[src/rtl/inst_fetch_queue.sv]
// Fetch-to-decode instruction buffer: a DEPTH-entry circular queue of (pc, inst)
// pairs with valid/ready on both sides. A flush drops everything. Decode sees a bubble when the queue is empty.
module inst_fetch_queue #(
  parameter int                ADDR_W      = 32,
  parameter int                INST_W      = 32,
  parameter int                DEPTH       = 4,
  parameter logic [INST_W-1:0] BUBBLE_INST = '0
) (
  input  logic                         clk,
  input  logic                         rst,
  input  logic                         in_valid,
  output logic                         in_ready,
  input  logic [ADDR_W-1:0]            in_pc,
  input  logic [INST_W-1:0]            in_inst,
  input  logic                         flush_i,
  input  logic                         stall_i,
  output logic                         out_valid,
  output logic [ADDR_W-1:0]            out_pc,
  output logic [INST_W-1:0]            out_inst,
  output logic [$clog2(DEPTH+1)-1:0]   count
);
  localparam int PW = $clog2(DEPTH);
  localparam int CW = $clog2(DEPTH+1);

  typedef struct packed {
    logic [ADDR_W-1:0] pc;
    logic [INST_W-1:0] inst;
  } entry_t;

  entry_t         mem [DEPTH];
  entry_t         head;
  logic [PW-1:0]  wp, rp;
  logic           full, empty, enq, deq;

  assign full      = (count == CW'(DEPTH));
  assign empty     = (count == '0);
  // in_ready depends only on registered count and rst, never on stall/flush.
  assign in_ready  = !rst && !full;
  assign out_valid = !empty;
  assign enq       = in_valid & in_ready & !flush_i;
  assign deq       = out_valid & !stall_i & !flush_i;

  always_ff @(posedge clk) begin
    if (rst || flush_i) begin
      wp    <= '0;
      rp    <= '0;
      count <= '0;
    end else begin
      if (enq) wp <= wp + PW'(1);
      if (deq) rp <= rp + PW'(1);
      if (enq && !deq)      count <= count + CW'(1);
      else if (!enq && deq) count <= count - CW'(1);
    end
  end

  // Storage is never reset; only the pointers and count define validity.
  always_ff @(posedge clk) begin
    if (enq) mem[wp] <= '{pc: in_pc, inst: in_inst};
  end

  assign head     = mem[rp];
  assign out_pc   = out_valid ? head.pc   : '0;
  assign out_inst = out_valid ? head.inst : BUBBLE_INST;

endmodule

[config.mk]
export PLATFORM = sky130hd
export DESIGN_NAME = inst_fetch_queue
export DESIGN_NICKNAME = d
export VERILOG_FILES = /design/src/rtl/inst_fetch_queue.sv
export SDC_FILE = /design/constraint.sdc
export NUM_CORES = 1
export LEC_CHECK = 0
export BUFFER_PORTS_ARGS = -buffer_cell sky130_fd_sc_hd__buf_2
export CORE_MARGIN = 2
export CORE_UTILIZATION = 45
export CTS_CLUSTER_SIZE = 40
export DETAILED_ROUTE_END_ITERATION = 16
export GPL_TIMING_DRIVEN = 0
export PLACE_DENSITY_LB_ADDON = 0.12
export SLEW_MARGIN = 40
export SYNTH_ARGS = -nofsm -noshare
export SYNTH_HDL_FRONTEND = slang
export SYNTH_SLANG_ARGS = --single-unit
[constraint.sdc]
create_clock -name clk -period 8.1 [get_ports clk]
set_input_delay 1.62 -clock clk [delete_from_list [all_inputs] [get_ports clk]]
set_output_delay 1.62 -clock clk [all_outputs]
set_load 0.02 [all_outputs]
# Yosys cells after proc, flatten, opt, wreduce, memory -nomap -nowiden
# Memories as Yosys holds them, arrays and structs flattened. A register that Yosys moved wholly into a read port is not among the register bits.
# Index checks and enable logic that the tools add are counted.
totals:
  word_cells: 34
  register_bits: 7
  memories: 1
  ram_bits: 256
  inputBits: 69
classes:
  n_mux: 8
  reduce_logical: 13
  bitwise_logic: 4
  add_sub_neg: 4
  n_eq_ne: 1
memory_table:
  columns: ["memory", "depth", "width", "read_ports", "rd_clocked_by_memory_dff", "write_ports", "line", "rtl"]
  rows:
  - ["mem", 4, 64, 1, 1, 1, "30", "entry_t mem [DEPTH];"]
ops:
  columns: ["operator", "count"]
  rows:
  - ["32-bit 2-to-1 mux", 2]
  - ["1-bit logical NOT", 7]
  - ["3-bit 2-to-1 mux", 2]
  - ["2-bit by 1-bit adder with 2-bit output (second input constant)", 2]
  - ["1-bit bitwise AND", 4]
  - ["2-bit 2-to-1 mux", 2]
  - ["3-bit by 1-bit adder with 3-bit output (second input constant)", 1]
  - ["3-bit equality test (second input constant)", 1]
  - ["1-bit logical AND", 3]
  - ["3-bit logical NOT", 1]
  - ["3-bit by 1-bit subtractor with 3-bit output (second input constant)", 1]
  - ["1-bit 2-to-1 mux", 2]
  - ["2-bit nonzero test", 1]
  - ["1-bit logical OR", 1]

# Logic depth before layout (Yosys ltp)
# Gate-level depths: netlist of run 1.
logic_depth:
  depth_word: 9
  mapped_depth: 8

# Worst setup path after synthesis of run 1
# Ideal clock, no wire load.
synth_path:
  path_type: "input to register"
  from: "in flush_i"
  to: "mem mem[0][0] in the netlist's numbering (enable)"
  slack_ns: 4.199
  t_required_ns: 7.671
  cell_stages: 3
  t_arrival_ns: 3.472
  n_path_buf: 0
  cell_sequence: "nor2_1 -> and3_1 -> and2_1"
synth_between:
  elab_chain_len: 4
synth_lines:
  columns: ["item", "line", "rtl"]
  rows:
  - ["start, declared", "15", "input logic flush_i,"]
  - ["1-bit logical NOT", "40", "assign enq = in_valid & in_ready & !flush_i;"]
  - ["1-bit bitwise AND", "40", null]
  - ["named net enq", "33", "logic full, empty, enq, deq;"]
  - ["1-bit 2-to-1 mux", "58", "if (enq) mem[wp] <= '{pc: in_pc, inst: in_inst};"]
  - ["1-bit 2-to-1 mux (implied by the code)", "58", null]
  - ["end, declared", "30", null]
# The timed path passes the listed nets, and every way through them passes these cells.

# Final worst setup path of run 1
layout_path:
  from: "reg count[0]"
  to: "out out_pc[17]"
layout_between:
  elab_chain_len: 2
layout_lines:
  columns: ["item", "line", "rtl"]
  rows:
  - ["start, declared", "20", "output logic [$clog2(DEPTH+1)-1:0] count"]
  - ["start signal, assigned", "51", "if (enq && !deq) count <= count + CW'(1);"]
  - ["start signal, assigned", "52", "else if (!enq && deq) count <= count - CW'(1);"]
  - ["3-bit logical NOT", "36", "assign empty = (count == '0);"]
  - ["32-bit 2-to-1 mux", "62", "assign out_pc = out_valid ? head.pc : '0;"]
  - ["end, declared", "18", "output logic [ADDR_W-1:0] out_pc,"]
# No other way between the ends.

==> impl_metrics.tcl, run 1 <==
set metrics [dict create \
    outcome "finished, final reports clean" \
    clock.fmax_ghz 0.2458 \
    share_of_the_core_filled_with_cells_in_the_final_layout 0.5511 \
    cpMostUsedCell "sky130_fd_sc_hd__clkbuf_1" \
    postLayoutCellArea_sq_mm 0.01240 \
    post_cts_sizing_count 0 \
    critPathLaunchType "register" \
    worstPathRequired_ps 6480 \
    cts.sinks 265 \
    maxSlewHeadroom 0.6063 \
    reg2reg_end "count[2]" \
    cpLargestDelayFamily "buffers and inverters" \
    number_of_antenna_violations_at_the_first_check_in_global_routing 1 \
    vdd_ir_drop_max_mv 0.1837 \
    yosysUniqueCellTypes 29 \
    initial_core_util 0.4543 \
    cts_tree "yes" \
    worst_r2r_path_depth 8 \
    holdBufCountCts 0 \
    cts-root-to-sink-buffers 3 \
    clock-root-buffer "sky130_fd_sc_hd__clkbuf_16" \
    setup_slack_ps 4032 \
    antenna_violating_nets_post_route 0 \
    finalSetupViolations 0 \
    crit_chain "nor3_2 > inv_1 > clkbuf_1 > clkbuf_1 > and2_1 > buf_2" \
    fp.coreArea_sq_mm 0.02250 \
    dpl_cell_area_sq_mm 0.01144 \
    setup_total_negative_slack_ps 0 \
    total_power_mw 2.971 \
    vias 4907 \
    maxCapViolations 0 \
    crit-reg2reg-launch "count[0]" \
    area_growth_syn_to_layout_pct 21.29 \
    p_per_area_mw_per_mm2 239.6 \
    grt_setup_unrepaired "false" \
    critPathArrivalTime_ps 2450 \
    hold_violations 0 \
    leakage_nw 4.319 \
    num_antenna_cells 0 \
    min_period_over_period 0.5022 \
    drt_pre_antenna_iters 4 \
    final_cell_count_no_fill 940 \
    detailedPlacementHpwl_mm 11.87 \
    cts.reportedPaths.clkPinSlew_ps 60 \
    finalWirelength_mm 19.29 \
    routed_via_density 5.220 \
    yosysWarningCount 0 \
    critical_path.slowest_cell "sky130_fd_sc_hd__clkbuf_1" \
    maximum_fanout_count_along_the_critical_path 10 \
    port-buffer-count 137 \
    dieArea_sq_mm 0.02394 \
    final.setup_skew_ps 15.01 \
    grt_pass1_vias 5187 \
    clock_latency_ps 530 \
    worstMarginPinSlew_ps 590.6 \
    chipWidth_microns 154.7 \
    timing.setup.critical_path_class "reg -> out" \
    avgSynthCellArea_sq_um 22.32 \
    grt_pass1_wl_mm 29.26 \
    netlist_area_sq_mm 0.01022 \
    synthCells 458 \
    worstPathBufferInverterCount 4 \
    finish.net_count 708 \
    worstHoldEndpoint "rp[1]" \
    global_placer_s_final_weighted_congestion 0.6939 \
    holdWs_ps 504.7 \
    gr-usage-all-layers 0.1619 \
    htree_levels 1 \
    row_count 55 \
    grt_overflow 0 \
    place.detailed.instances 888 \
    cts_made_buffers 28 \
    min_period_ps 4068 \
    first_iter_violations 252 \
    syn-num-nets 533 \
    yosys_register_bits 265 \
    worst-r2r-setup-slack_ps 5790 \
    post-route-drc-count 0 \
    setup.worst_path.end_class "primary output" \
    seq_area_frac_synth 0.7696 \
    grt_max_degree 33 \
    post-place-ws_ps 4498 \
    chipHeight_microns 154.7 \
    hold_class "reg -> reg" \
    post-cts-setup-buffer-count 0 \
    final_layout_size_suffix_gt1_frac 0.4107 \
    worst_hold_startpoint "rp[1]" \
    final-max-slew-violation-count 0 \
    cp_slowest_stage_delay_ps 460 \
    worstHoldPathCells 2 \
    routed_len_inst_microns 20.52 \
    i_o_pin_count 138 \
]
-- registers in the layout (all words and copies together) (netlist names), named ones only --
| name | flops |
|---|---|
| rp | 2 |
| wp | 2 |
| count | 3 |
| mem | 256 |
-- worst max path at each step --
stage	from	endpoint	slack, ps	cells after the start
after CTS	count[1]	out_pc[17]	3930	6
after detailed placement	count[0]	out_pc[17]	4500	6
after global routing	count[1]	out_pc[17]	3760	6
after floorplan	flush_i	mem[0][0]	4200	3
final	count[0]	out_pc[17]	4030	6
after global placement	flush_i	mem[1][7]	2640	4
-- routing by layer --
metal	vias to the layer above	global-route usage	wire [microns]
met5	-	0	11
met4	2	0.04056	378
met3	31	0.03502	931
met2	116	0.2832	9994
met1	2545	0.2079	7970
li1	2213	-	-
-- cells in the mapped netlist --
| master | number | area (sq um) |
|---|---|---|
| sky130_fd_sc_hd__buf_12 | 6 | 120.1 |
| sky130_fd_sc_hd__mux4_2 | 60 | 1351 |
| sky130_fd_sc_hd__nor3_2 | 1 | 10.01 |
| sky130_fd_sc_hd__fa_1 | 1 | 20.02 |
| sky130_fd_sc_hd__and3_1 | 1 | 6.260 |
| sky130_fd_sc_hd__nor2b_1 | 1 | 6.260 |
| sky130_fd_sc_hd__mux2i_1 | 1 | 10.01 |
| sky130_fd_sc_hd__nand3_1 | 1 | 5.000 |
| sky130_fd_sc_hd__buf_6 | 1 | 11.26 |
| sky130_fd_sc_hd__buf_2 | 6 | 30.03 |
| sky130_fd_sc_hd__and2_1 | 69 | 431.7 |
| sky130_fd_sc_hd__edfxtp_1 | 256 | 7687 |
| sky130_fd_sc_hd__clkbuf_2 | 1 | 5.000 |
| sky130_fd_sc_hd__nand2b_1 | 1 | 6.260 |
| sky130_fd_sc_hd__inv_1 | 4 | 15.01 |
| sky130_fd_sc_hd__clkbuf_1 | 8 | 30.03 |
| sky130_fd_sc_hd__mux4_1 | 4 | 105.1 |
| sky130_fd_sc_hd__or3_1 | 4 | 25.02 |
| sky130_fd_sc_hd__nor2_1 | 3 | 11.26 |
| sky130_fd_sc_hd__dfxtp_1 | 9 | 180.2 |
| sky130_fd_sc_hd__o21ai_0 | 3 | 15.01 |
| sky130_fd_sc_hd__a21o_1 | 1 | 7.510 |
| sky130_fd_sc_hd__nand4_1 | 1 | 6.260 |
| sky130_fd_sc_hd__or2_2 | 1 | 6.260 |
| sky130_fd_sc_hd__o31ai_1 | 1 | 7.510 |
| sky130_fd_sc_hd__or3b_1 | 1 | 8.760 |
| sky130_fd_sc_hd__ha_1 | 5 | 62.56 |
| sky130_fd_sc_hd__a21oi_1 | 5 | 25.02 |
| sky130_fd_sc_hd__xor2_1 | 2 | 17.52 |
-- area by class of cell --
cell class              instances  area (sq um)
fillers                      1743         10100
flip-flops and latches        265          7868
multi-input cells             167          2155
repair buffers                145         845.8
clock buffers                  32         737.0
well taps                     285         356.6
clock inverters                20         227.7
plain buffers                  22         196.4
inverters                       4         15.01
-- worst min-delay path, cell delays in order (launching register included) --
cell and delay [ps]:
sky130_fd_sc_hd__dfxtp_1 310, sky130_fd_sc_hd__o21ai_0 60, sky130_fd_sc_hd__a21oi_1 80
-- kinds of logic after synthesis --
group                    count (synthesis)  synth area share
XOR/XNOR                                 2          0.001714
buffers and inverters                   26           0.02068
AND/OR/NAND/NOR                         84           0.05116
adder cells (fa/ha/maj)                  6          0.008077
AO/OA/AOI/OAI                           10          0.005385
multiplexers                            65            0.1434
flip-flops                             265            0.7696
-- cell usage in the layout (no fill, tap or decap), drive strengths merged --
master,instances
a21o,1
a21oi,5
and2,69
and3,1
buf,158
bufinv,5
clkbuf,41
clkinv,12
clkinvlp,2
dfxtp,9
edfxtp,256
fa,1
ha,5
inv,5
mux2i,1
mux4,64
nand2b,1
nand3,1
nand4,1
nor2,3
nor2b,1
nor3,1
o21ai,3
o31ai,1
or2,1
or3,4
or3b,1
xor2,2
-- where the power goes --
part	switching, mW	leakage, nW	internal, mW
clock	0.502	0.472	0.810
sequential	0.00378	2.38	1.52
combinational	0.0809	1.46	0.0563
total	0.587	4.32	2.38
No activity file was read; power rests on OpenSTA's default activity.
==> run 2: changes to the inputs <==
ABC_AREA = 1   (was not set)
clock period = 4.17 ns   (was 8.1 ns; I/O delays follow)
==> run 2 against run 1 <==
Against the previous run:
- clock power up 64%
- cell count up 40%
- first-iteration DRC count up 45%
- clock skew down 9.0 ps
- die area up 2.2%
- register-to-register slack worse by 3900 ps
- clock-buffer cell count up 8
- synthesized cell count up 80%
- critical path type unchanged
- largest power group unchanged
- highest routed layer unchanged
==> impl_metrics.tcl, run 2 <==
set metrics [dict create \
    routed-wl-met3_mm 1.538 \
    grt_overflow 0 \
    timing.setup.critical_path_class "reg -> out" \
    synth_compound_gate_area_share 0.09531 \
    outcome "finished, final reports clean" \
    clock-root-buffer "sky130_fd_sc_hd__clkbuf_16" \
    vdd_ir_drop_max_mv 0.2695 \
    finish.net_count 1084 \
    post_cts_sizing_count 0 \
    synth.most_common_cell "sky130_fd_sc_hd__nor2_1" \
    hold_class "reg -> reg" \
    gr-usage-all-layers 0.1859 \
    synthSimpleGateAreaFrac 0.1048 \
    final_cell_count_no_fill 1315 \
    port-buffer-count 137 \
    worst_r2r_path_depth 8 \
    yosysUniqueCellTypes 20 \
    critPathArrivalTime_ps 2130 \
    initial_core_util 0.4602 \
    routed_len_inst_microns 17.66 \
    grt_setup_unrepaired "false" \
    p_per_area_mw_per_mm2 425.1 \
    final_layout_size_suffix_gt1_frac 0.2198 \
    crit-reg2reg-launch "count[0]" \
    yosys_register_bits 265 \
    synthCells 826 \
    htree_levels 1 \
    avgSynthCellArea_sq_um 12.65 \
    total_power_mw 5.400 \
    maxCapViolations 0 \
    maximum_fanout_count_along_the_critical_path 10 \
    cts.sinks 265 \
    worst-r2r-setup-slack_ps 1940 \
    power.share.sequential 0.547 \
    critPathLaunchType "register" \
    netlist_area_sq_mm 0.01045 \
    number_of_antenna_violations_at_the_first_check_in_global_routing 3 \
    setup.worst_path.end_class "primary output" \
    i_o_pin_count 138 \
    power_switching_share 0.2084 \
    grt_pass1_wl_mm 34.71 \
    final-max-slew-violation-count 0 \
    syn-num-nets 901 \
    chipHeight_microns 156.4 \
    reg2reg_end "mem[3][4]" \
    netlist.top_cell.by_area "sky130_fd_sc_hd__edfxtp_1" \
    final_cell_mix "265 x sky130_fd_sc_hd__nor2_1, 256 x sky130_fd_sc_hd__edfxtp_1, 145 x sky130_fd_sc_hd__buf_2" \
    cts-root-to-sink-buffers 3 \
    power.net_switching_mw 1.125 \
    setup_slack_ps 1205 \
    highest_layer "met5" \
    cts.reportedPaths.clkPinSlew_ps 60 \
    finalWirelength_mm 23.22 \
    synth_top_family_by_area "simple AND/OR/NAND/NOR gates" \
    post-place-ws_ps 1176 \
    layout_top_registers "mem (256), count (3)" \
    m1WireLength_mm 10.29 \
    chipWidth_microns 156.4 \
    leakage_nw 4.675 \
    antenna_violating_nets_post_route 0 \
    final.setup_skew_ps 6.040 \
    clock_power_share 0.398 \
    hold_violations 0 \
    drt_pre_antenna_iters 5 \
    clock.fmax_ghz 0.3372 \
    worstMarginPinSlew_ps 592.6 \
    holdBufCountCts 0 \
    top_register "mem" \
    finalSetupViolations 0 \
    async_reset_ff_frac 0 \
    detailedPlacementHpwl_mm 14.64 \
    internal_power_mw 4.275 \
    synth_adder_area_share 0.007902 \
    synth_enable_flop_cells 256 \
    netlist_top_cells_count "269 x sky130_fd_sc_hd__nor2_1, 256 x sky130_fd_sc_hd__edfxtp_1, 119 x sky130_fd_sc_hd__o21ai_0" \
    largest_register_ffs 256 \
    critical_path.endpoint "out_inst[0]" \
    worstHoldPathCells 2 \
    grt_pass1_vias 6253 \
    clock_latency_ps 520 \
    holdWs_ps 509.8 \
    area_growth_syn_to_layout_pct 21.56 \
    maxSlewHeadroom 0.6040 \
    fp.coreArea_sq_mm 0.02271 \
    row_count 55 \
    synth-main-ff-cell "sky130_fd_sc_hd__edfxtp_1" \
    post-route-drc-count 0 \
    grt_max_degree 18 \
    synth_top_area_share 0.7356 \
    ys_top_cells_by_area "sky130_fd_sc_hd__edfxtp_1 74%, sky130_fd_sc_hd__nor2_1 9.7%, sky130_fd_sc_hd__o21ai_0 5.7%" \
    dieArea_sq_mm 0.02446 \
    synth.area.mux_share 0 \
    worstPathRequired_ps 3340 \
    cts_tree "yes" \
    global_placer_s_final_weighted_congestion 0.7458 \
    yosysWarningCount 0 \
    post-cts-setup-buffer-count 0 \
    commonest_non_fill_non_tap_cell_in_the_layout "sky130_fd_sc_hd__nor2_1" \
    vias 6694 \
    combinationalPowerShare 0.055 \
    met2WireLength_mm 11.06 \
    yosys.area_share.xor_xnor 0.0008381 \
    min_period_ps 2965 \
    place.detailed.instances 1265 \
    cts_made_buffers 27 \
    min_period_over_period 0.7111 \
    first_iter_violations 366 \
    routed_via_density 5.090 \
    seq_area_frac_synth 0.7529 \
    worst_hold_startpoint "wp[1]" \
]
-- run 2: cell types whose count changed after synthesis, moves of 4 or more --
cell	before	now
sky130_fd_sc_hd__o21ai_0	3	119
sky130_fd_sc_hd__o21ai_1	0	10
sky130_fd_sc_hd__a21oi_1	5	70
sky130_fd_sc_hd__buf_12	6	0
sky130_fd_sc_hd__clkbuf_1	8	14
sky130_fd_sc_hd__nand2_1	0	14
sky130_fd_sc_hd__or3_1	4	0
sky130_fd_sc_hd__inv_1	4	16
sky130_fd_sc_hd__and2_1	69	0
sky130_fd_sc_hd__mux4_2	60	0
sky130_fd_sc_hd__mux4_1	4	0
sky130_fd_sc_hd__buf_4	0	6
sky130_fd_sc_hd__nor2_1	3	269
sky130_fd_sc_hd__buf_6	1	16
-- run 2: routing by layer --
| layer | up-vias | GRT usage |
|---|---|---|
| met5 | - | 0 |
| li1 | 3286 | - |
| met4 | 4 | 0.04412 |
| met2 | 188 | 0.3056 |
| met3 | 31 | 0.03822 |
| met1 | 3185 | 0.2564 |
-- run 2: area by class of cell --
| type | instances | area [sq um] |
|---|---|---|
| Antenna cell | 2 | 5.005 |
| Buffer | 47 | 329.1 |
| Clock buffer | 40 | 744.5 |
| Clock inverter | 8 | 38.79 |
| Fill cell | 1877 | 10010 |
| Inverter | 19 | 71.32 |
| Multi-Input combinational cell | 495 | 2212 |
| Sequential cell | 265 | 7868 |
| Tap cell | 285 | 356.6 |
| Timing Repair Buffer | 154 | 1079 |
-- run 2: kinds of logic after synthesis --
group                      count (synthesis)
xor gates and xnor gates                   1
AOI/OAI and AO/OA                        199
adders and majority gates                  6
buffers and inverters                     66
and+or+nand+nor                          289
DFF                                      265
-- run 2: worst max-delay path: stages (launching register included) --
cell and delay [ps]:
sky130_fd_sc_hd__dfxtp_1 330, sky130_fd_sc_hd__inv_2 60, sky130_fd_sc_hd__buf_4 180, sky130_fd_sc_hd__clkbuf_1 400
sky130_fd_sc_hd__o21ai_0 170, sky130_fd_sc_hd__a21oi_1 270, sky130_fd_sc_hd__buf_2 220
-- run 2: worst min path at each step --
stage / to / slack, ps
2_1_floorplan: register / 460
3_5_place_dp: wp[1] / 510
4_1_cts: mem[3][62] / 500
6_report: wp[1] / 510
5_1_grt: mem[1][43] / 510
3_3_place_gp: rp[0] / 480
-- run 2: power by group through the flow --
| stage | combinational, mW | clock (mW) | sequential [mW] |
|---|---|---|---|
| after floorplan | 0.151 | 0 | 3.02 |
| final | 0.297 | 2.15 | 2.96 |
| after detailed placement | 0.299 | 0 | 3.01 |
| after global placement | 0.283 | 0 | 3.02 |
| after global routing | 0.327 | 2.30 | 2.96 |
| after CTS | 0.300 | 2.20 | 2.96 |
-- run 2: per-stage QoR --
| step | setup TNS (ps) | cell area, sq um | utilization |
|---|---|---|---|
| 2_1_floorplan | -89570 | 10450 | - |
| 3_3_place_gp | -752740 | 11490 | 0.5061 |
| 3_5_place_dp | 0 | 11920 | 0.5247 |
| 4_1_cts | 0 | 12700 | 0.5592 |
| 5_1_grt | 0 | 12700 | 0.5592 |
| 6_report | 0 | 12700 | 0.5594 |
